## src/rtl/qarb_pkg.sv

```systemverilog
// Shared types, defaults and the round-robin pick helper for the queue arbiters.
// Latency: none (declarations and a pure combinational function).
// Backpressure: not applicable; the optional build macro QARB_HIPRI_EN is read by queue_enq_arbiter.
package qarb_pkg;

  typedef enum logic [0:0] {
    IDLE  = 1'b0,
    BURST = 1'b1
  } qarb_state_e;

  localparam int QARB_NREQ      = 4;
  localparam int QARB_DWIDTH    = 32;
  localparam int QARB_Q_DEPTH   = 8;
  localparam int QARB_PTR_W     = 3;
  localparam int QARB_BURST_MAX = 4;

  typedef struct packed {
    logic       found;
    logic [2:0] idx;
  } rr_pick_t;

  // First set bit of req at or above ptr, wrapping modulo nreq (nreq <= 8).
  // Scanning offsets downward lets the smallest offset overwrite the rest.
  function automatic rr_pick_t rr_pick(input logic [7:0] req, input logic [2:0] ptr,
                                       input int nreq = 8);
    rr_pick_t   res;
    logic [3:0] pos;
    res = '0;
    pos = '0;
    for (int k = 7; k >= 0; k--) begin
      if (k < nreq) begin
        pos = {1'b0, ptr} + 4'(k);
        if (pos >= 4'(nreq)) pos = pos - 4'(nreq);
        if (req[pos[2:0]]) begin
          res.found = 1'b1;
          res.idx   = pos[2:0];
        end
      end
    end
    return res;
  endfunction

endpackage

```

## src/rtl/qarb_rr_pick.sv

```systemverilog
// Round-robin winner select: rotate req by ptr, priority-encode, rotate the index back.
// Latency: purely combinational.
// Backpressure: none; found_o low means nobody is requesting.
module qarb_rr_pick import qarb_pkg::*; #(
  parameter int NREQ = QARB_NREQ
) (
  input  logic [NREQ-1:0] req_i,
  input  logic [2:0]      ptr_i,
  output logic [2:0]      idx_o,
  output logic            found_o
);

  rr_pick_t pick;

  // Winner search starting at ptr_i and wrapping within NREQ requesters.
  always_comb begin
    pick = rr_pick(8'(req_i), ptr_i, NREQ);
  end

  assign idx_o   = pick.idx;
  assign found_o = pick.found;

endmodule

```

## src/rtl/queue_enq_arbiter.sv

```systemverilog
// Round-robin, credit-tracked arbiter sharing one queue enqueue port; optional macro QARB_HIPRI_EN
// gives requester 0 strict priority in IDLE. Latency: ack is combinational, q_enq/q_din follow one cycle later.
// Backpressure: no ack while credits==0; requests stay pending until credits return via q_deq.
module queue_enq_arbiter import qarb_pkg::*; #(
  parameter int NREQ          = QARB_NREQ,
  parameter int DWIDTH        = QARB_DWIDTH,
  parameter int Q_DEPTH       = QARB_Q_DEPTH,
  parameter int POINTER_WIDTH = QARB_PTR_W,
  parameter int BURST_MAX     = QARB_BURST_MAX
) (
  input  logic                     clk,
  input  logic                     rst,
  input  logic [NREQ-1:0]          req,
  input  logic [NREQ*DWIDTH-1:0]   req_data,
  input  logic [NREQ-1:0]          req_last,
  output logic [NREQ-1:0]          ack,
  output logic                     q_enq,
  output logic [DWIDTH-1:0]        q_din,
  input  logic                     q_deq,
  output logic [POINTER_WIDTH:0]   credits,
  output logic [2:0]               grant_id,
  output logic                     cred_err
);

  localparam int CW = POINTER_WIDTH + 1;
  localparam int BW = (BURST_MAX > 1) ? $clog2(BURST_MAX + 1) : 1;
  localparam logic [0:0]    ST_IDLE  = IDLE;
  localparam logic [0:0]    ST_BURST = BURST;
  localparam logic [BW-1:0] BEAT_ONE = BW'(1);
  localparam logic [BW-1:0] BEAT_MAX = BW'(BURST_MAX);

  logic [0:0]        state_q, state_d;
  logic [2:0]        owner_q, owner_d;
  logic [BW-1:0]     beats_q, beats_d;
  logic [2:0]        rr_ptr_q, rr_ptr_d;
  logic [CW-1:0]     credits_q, credits_d;
  logic              cred_err_q, cred_err_d;
  logic [2:0]        grant_id_q, grant_id_d;
  logic              q_enq_q;
  logic [DWIDTH-1:0] q_din_q;

  logic              pick_found, idle_found;
  logic [2:0]        pick_idx, idle_idx;
  logic              idle_last, own_req, own_last, has_credit;
  logic              win_vld, release_grant;
  logic [2:0]        win_idx, rel_idx;
  logic [DWIDTH-1:0] din_sel;

  function automatic logic [2:0] ptr_after(input logic [2:0] w);
    return (w == 3'(NREQ - 1)) ? 3'd0 : w + 3'd1;
  endfunction

  qarb_rr_pick #(.NREQ(NREQ)) u_pick (
    .req_i   (req),
    .ptr_i   (rr_ptr_q),
    .idx_o   (pick_idx),
    .found_o (pick_found)
  );

  assign has_credit = (credits_q != '0);

  // IDLE-state candidate: round-robin pick, optionally overridden by requester 0.
  always_comb begin
    idle_idx   = pick_idx;
    idle_found = pick_found;
`ifdef QARB_HIPRI_EN
    if (req[0]) begin
      idle_idx   = 3'd0;
      idle_found = 1'b1;
    end
`endif
  end

  // Look up request/last flags of the IDLE candidate and of the burst owner.
  always_comb begin
    idle_last = 1'b0;
    own_req   = 1'b0;
    own_last  = 1'b0;
    for (int i = 0; i < NREQ; i++) begin
      if (3'(i) == idle_idx) idle_last = req_last[i];
      if (3'(i) == owner_q) begin
        own_req  = req[i];
        own_last = req_last[i];
      end
    end
  end

  // Grant FSM: pick a winner, open/close the burst lock, advance the round-robin pointer.
  always_comb begin
    state_d       = state_q;
    owner_d       = owner_q;
    beats_d       = beats_q;
    grant_id_d    = grant_id_q;
    rr_ptr_d      = rr_ptr_q;
    win_vld       = 1'b0;
    win_idx       = '0;
    release_grant = 1'b0;
    rel_idx       = owner_q;
    if (state_q == ST_IDLE) begin
      if (idle_found && has_credit) begin
        win_vld = 1'b1;
        win_idx = idle_idx;
        if (idle_last || BURST_MAX == 1) begin
          release_grant = 1'b1;
          rel_idx       = idle_idx;
        end else begin
          state_d = ST_BURST;
          owner_d = idle_idx;
          beats_d = BEAT_ONE;
        end
      end
    end else begin
      if (!own_req) begin
        // Owner let go of its request: the lock is released without a beat.
        state_d       = ST_IDLE;
        release_grant = 1'b1;
      end else if (has_credit) begin
        win_vld = 1'b1;
        win_idx = owner_q;
        beats_d = beats_q + BEAT_ONE;
        if (own_last || (beats_q + BEAT_ONE) == BEAT_MAX) begin
          state_d       = ST_IDLE;
          release_grant = 1'b1;
        end
      end
    end
    if (rst) win_vld = 1'b0;
    if (win_vld) grant_id_d = win_idx;
    if (release_grant) begin
      rr_ptr_d = ptr_after(rel_idx);
`ifdef QARB_HIPRI_EN
      // The priority requester never moves the round-robin pointer.
      if (rel_idx == 3'd0) rr_ptr_d = rr_ptr_q;
`endif
    end
  end

  // One-hot ack and the data of the accepted beat.
  always_comb begin
    ack     = '0;
    din_sel = '0;
    for (int i = 0; i < NREQ; i++) begin
      if (3'(i) == win_idx) begin
        ack[i]  = win_vld;
        din_sel = req_data[i*DWIDTH +: DWIDTH];
      end
    end
  end

  // Free-slot accounting; a dequeue at full credit saturates and latches the error.
  always_comb begin
    credits_d  = credits_q;
    cred_err_d = cred_err_q;
    case ({win_vld, q_deq})
      2'b10: credits_d = credits_q - CW'(1);
      2'b01: begin
        if (credits_q == CW'(Q_DEPTH)) cred_err_d = 1'b1;
        else                           credits_d  = credits_q + CW'(1);
      end
      default: ;
    endcase
  end

  // State registers and the registered enqueue port.
  always_ff @(posedge clk) begin
    if (rst) begin
      state_q    <= ST_IDLE;
      owner_q    <= '0;
      beats_q    <= '0;
      rr_ptr_q   <= '0;
      credits_q  <= CW'(Q_DEPTH);
      cred_err_q <= 1'b0;
      grant_id_q <= '0;
      q_enq_q    <= 1'b0;
      q_din_q    <= '0;
    end else begin
      state_q    <= state_d;
      owner_q    <= owner_d;
      beats_q    <= beats_d;
      rr_ptr_q   <= rr_ptr_d;
      credits_q  <= credits_d;
      cred_err_q <= cred_err_d;
      grant_id_q <= grant_id_d;
      q_enq_q    <= win_vld;
      if (win_vld) q_din_q <= din_sel;
    end
  end

  assign q_enq    = q_enq_q;
  assign q_din    = q_din_q;
  assign credits  = credits_q;
  assign grant_id = grant_id_q;
  assign cred_err = cred_err_q;

endmodule

```

## config.mk

```make
export PLATFORM = sky130hd
export DESIGN_NAME = queue_enq_arbiter
export DESIGN_NICKNAME = d
export VERILOG_FILES = /design/src/rtl/qarb_pkg.sv /design/src/rtl/qarb_rr_pick.sv /design/src/rtl/queue_enq_arbiter.sv
export SDC_FILE = /design/constraint.sdc
export NUM_CORES = 1
export LEC_CHECK = 0
export ABC_AREA = 1
export CORE_ASPECT_RATIO = 1.2
export CORE_UTILIZATION = 40
export DETAILED_ROUTE_END_ITERATION = 8
export PLACE_DENSITY = 0.86
export SYNTH_ARGS = -nofsm -noshare
export SYNTH_HDL_FRONTEND = slang
export SYNTH_SLANG_ARGS = --single-unit
```

## constraint.sdc

```tcl
create_clock -name clk -period 4 [get_ports clk]
set_clock_uncertainty 0.1 [all_clocks]
set_input_delay 0.8 -clock clk [delete_from_list [all_inputs] [get_ports clk]]
set_output_delay 0.8 -clock clk [all_outputs]
set_load 0.02 [all_outputs]
```

==> summary.md <==
| Metric | Value |
|---|---|
| Syn-to-layout area delta | `50.72%` |
| Worst Path Max Fanout | `5` |
| Worst Path Required | `3100 ps` |
| Routed WL per cell | `13.64 um` |
| Nets@finish | `935` |
| Commonest non-fill, non-tap cell in the layout | `clkdlybuf4s50_1` |
| Clk root buf | `clkbuf_16` |
| Number of global-route vias before repair | `4378` |
| Setup_tns | `0 ps` |
| Setup repair bufs after CTS | `0` |
| P_leak | `2.612 nW` |
| Clk pwr share | `8.4%` |
| DRT Pass-1 Iters | `7` |
| CTS tree | `done` |
| Core Region | `0.009467 mm2` |
| Flop and latch count out of synthesis | `51` |
| CP peak stage delay | `500 ps` |
| Post-synth EDFFs | `0` |
| Clock Path Buffers | `2` |
| Skew-Pair Late Insertion Delay | `290 ps` |
| Dpl hpwl | `9394 um` |
| Main synth FF type | `dfxtp_1` |
| Dpl ws | `8.613 ps` |
| Worst R2R Start | `rr_ptr_q[1]` |
| DR vias/cell | `5.084` |
| Total CTS buffers | `5` |
| Mux contribution to synthesized area | `0%` |
| HP Class | `flip-flop to flip-flop` |
| Internal power | `2.376 mW` |
| Die area | `0.01012 mm2` |
| Max-cap viol count | `0` |
| Largest family of logic cells by synthesized area | `simple AND/OR/NAND/NOR gates` |
| Antenna Nets Post-Route | `0` |
| Routed WL | `12440 um` |
| Worst setup margin | `289.3 ps` |
| Global-route wire length before repair | `19550 um` |
| Outcome | `completed` |
| Share of layout cells above drive strength 1 | `5.957%` |
| Worst-path cell chain | `clkdlybuf4s50_1 > nand2_1 > nand2_2 > nor2_1 > nor2_2 > nor2_1 > nand3_2 > nand2_2 > nor2_8 > nor2_2 > nor2_4 > inv_2 > nor3_1 > dlygate4sd2_1` |
| Largest net degree at the start of global routing | `61` |
| Final Cycle Share | `92.77%` |
| Num ports | `184` |
| Synthesis Warnings | `0` |
| Simple-gate portion of the synthesized area | `43.62%` |
| Crit path kind | `input port to primary output` |
| CP Capture Type | `primary output` |
| Port bufs | `183` |
| Diode count | `0` |
| Maximum VDD drop | `0.4528 mV` |
| Fin crit period | `3711 ps` |
| Slew HR | `62.81%` |
| Comb power frac | `74.2%` |
| Crit path from | `req[0]` |
| Synth Instances | `624` |
| Reg2Reg Depth | `22` |
| 1st-iter DRT viols | `189` |
| Die Y | `110.0 um` |
| Remaining Overflow, GRT | `0` |
| Syn Area/Cell | `6.234 um2` |
| Most frequent cells in the layout | `clkdlybuf4s50_1, nand2_1, nand3_1` |
| Ys async rst share | `0%` |
| Post-Synth Adder-Cell Area | `2.766%` |
| R2R Setup Slk | `650 ps` |
| Achievable frequency | `269.5 MHz` |
| Sw Pwr | `2.737 mW` |
| Reg-to-Reg End | `credits[3]` |
| Hold Vio Cnt, Final | `0` |
| Sequential power share | `17.4%` |
| Hold-fix buffers at CTS | `0` |
| Slew Viols, Final | `0` |
| CP Capture Point | `ack[2]` |
| Slowest cell on crit path | `clkdlybuf4s50_1` |
| Row count | `39` |
| Post-synth cell types | `37` |
| Clock sinks | `51` |
| Worst-path clk slew | `70 ps` |
| Gpl congestion | `0.9244` |
| Slew @ Worst Pin | `557.8 ps` |
| Sw frac | `53.53%` |
| H-tree depth | `2` |
| Top delay family on crit path | `simple AND/OR/NAND/NOR gates` |
| Arrival @ worst endpoint | `2810 ps` |
| Stages on the worst setup path | `14` |
| Die width | `92.02 um` |
| RSZ-0062 raised after global routing | `false` |
| Initial cell density of the core | `41.09%` |
| DRC Markers | `0` |
| Post-CTS sizing | `1` |
| Endpoints failing setup | `0` |
| Buf+Inv Stages, Crit Path | `3` |
| Initial antenna violation count | `0` |
| Post-synthesis sequential area ratio | `26.25%` |
| Mapped Area | `0.003890 mm2` |
| Synth Net Count | `771` |
| Compound-Gate Fraction of Synth Area | `12.42%` |
| Pwr dens | `871.9 mW/mm2` |
| Synth Area in XOR/XNOR | `0.4503%` |
| CP startpoint kind | `input port` |
| Total GRT Usage | `24.02%` |
| Vias | `4637` |
## state kept, by name (all words and copies together) (netlist names)
register / flops
beats_q: 3
grant_id: 3
credits: 4
owner_q: 3
q_din: 32
state_q: 1
q_enq: 1
rr_ptr_q: 3
cred_err: 1
## power by group through the flow
stage | clock, mW | combinational, mW | sequential, mW
global placement | 0 | 3.67 | 0.888
finish | 0.430 | 3.80 | 0.887
global route | 0.460 | 4.20 | 0.918
floorplan | 0 | 2.59 | 1.12
CTS | 0.443 | 3.79 | 0.889
detailed placement | 0 | 3.78 | 0.898
## cell type report
class / instances / area [um2]
Tap cell: 123 / 153.9
Clock buffer: 5 / 125.1
Multi-Input combinational cell: 457 / 2312
Sequential cell: 51 / 1021
Fill cell: 858 / 3603
Inverter: 76 / 287.8
Clock inverter: 3 / 25.02
Timing Repair Buffer: 197 / 1938
## metal layers
| layer | share of wire [%] | track usage, % | vias up |
|---|---|---|---|
| li1 | - | - | 2357 |
| met1 | 39 | 26.67 | 2102 |
| met2 | 51 | 44.03 | 150 |
| met3 | 6.4 | 5.144 | 28 |
| met4 | 3.0 | 10.94 | 0 |
| met5 | 0 | 0 | - |
## through the flow
stage | cells | cell area (um2) | hold WS [ps] | power (mW) | utilization [%]
floorplan | 624 | 3890 | 353.1 | 3.705 | -
global placement | 904 | 5707 | 327.7 | 4.555 | 60.28
detailed placement | 904 | 5707 | 340.5 | 4.678 | 60.28
CTS | 912 | 5856 | 355.7 | 5.125 | 61.86
global route | 912 | 5863 | 368.9 | 5.577 | 61.93
finish | 912 | 5863 | 354.8 | 5.112 | 61.93
## Yosys cell counts (all sizes together), types with 7 or more instances
cell    instances  area, um2
a21oi          41      216.5
buf            34      254.0
clkinv          7      26.28
dfxtp          51       1021
ha              7      87.58
inv            69      261.5
nand2         164      645.6
nand3         119      605.6
nand3b         33      247.7
nor2           29      137.6
nor3            7      35.03
o21ai          44      224.0
## worst min path at each step
stage                 from           to  slack, ps  depth (start not counted)
2_1_floorplan   owner_q[1]   owner_q[1]        350                          2
3_3_place_gp   grant_id[2]  grant_id[2]        330                          2
3_5_place_dp   grant_id[2]  grant_id[2]        340                          2
4_1_cts        grant_id[2]  grant_id[2]        360                          2
5_1_grt        grant_id[2]  grant_id[2]        370                          2
6_report       grant_id[2]  grant_id[2]        350                          2
## cells by family after synthesis
logic type                 Yosys count
AOI/OAI and AO/OA                   91
xor gates and xnor gates             2
adders and majority gates            8
DFF                                 51
buffers and inverters              116
and+or+nand+nor                    356
## tightest hold or removal path, stage by stage, from the launching register on
cell     delay (ps)
dfxtp_1         320
nand2_1          60
nor2_1           40
Power figures use the tool's default switching activity.
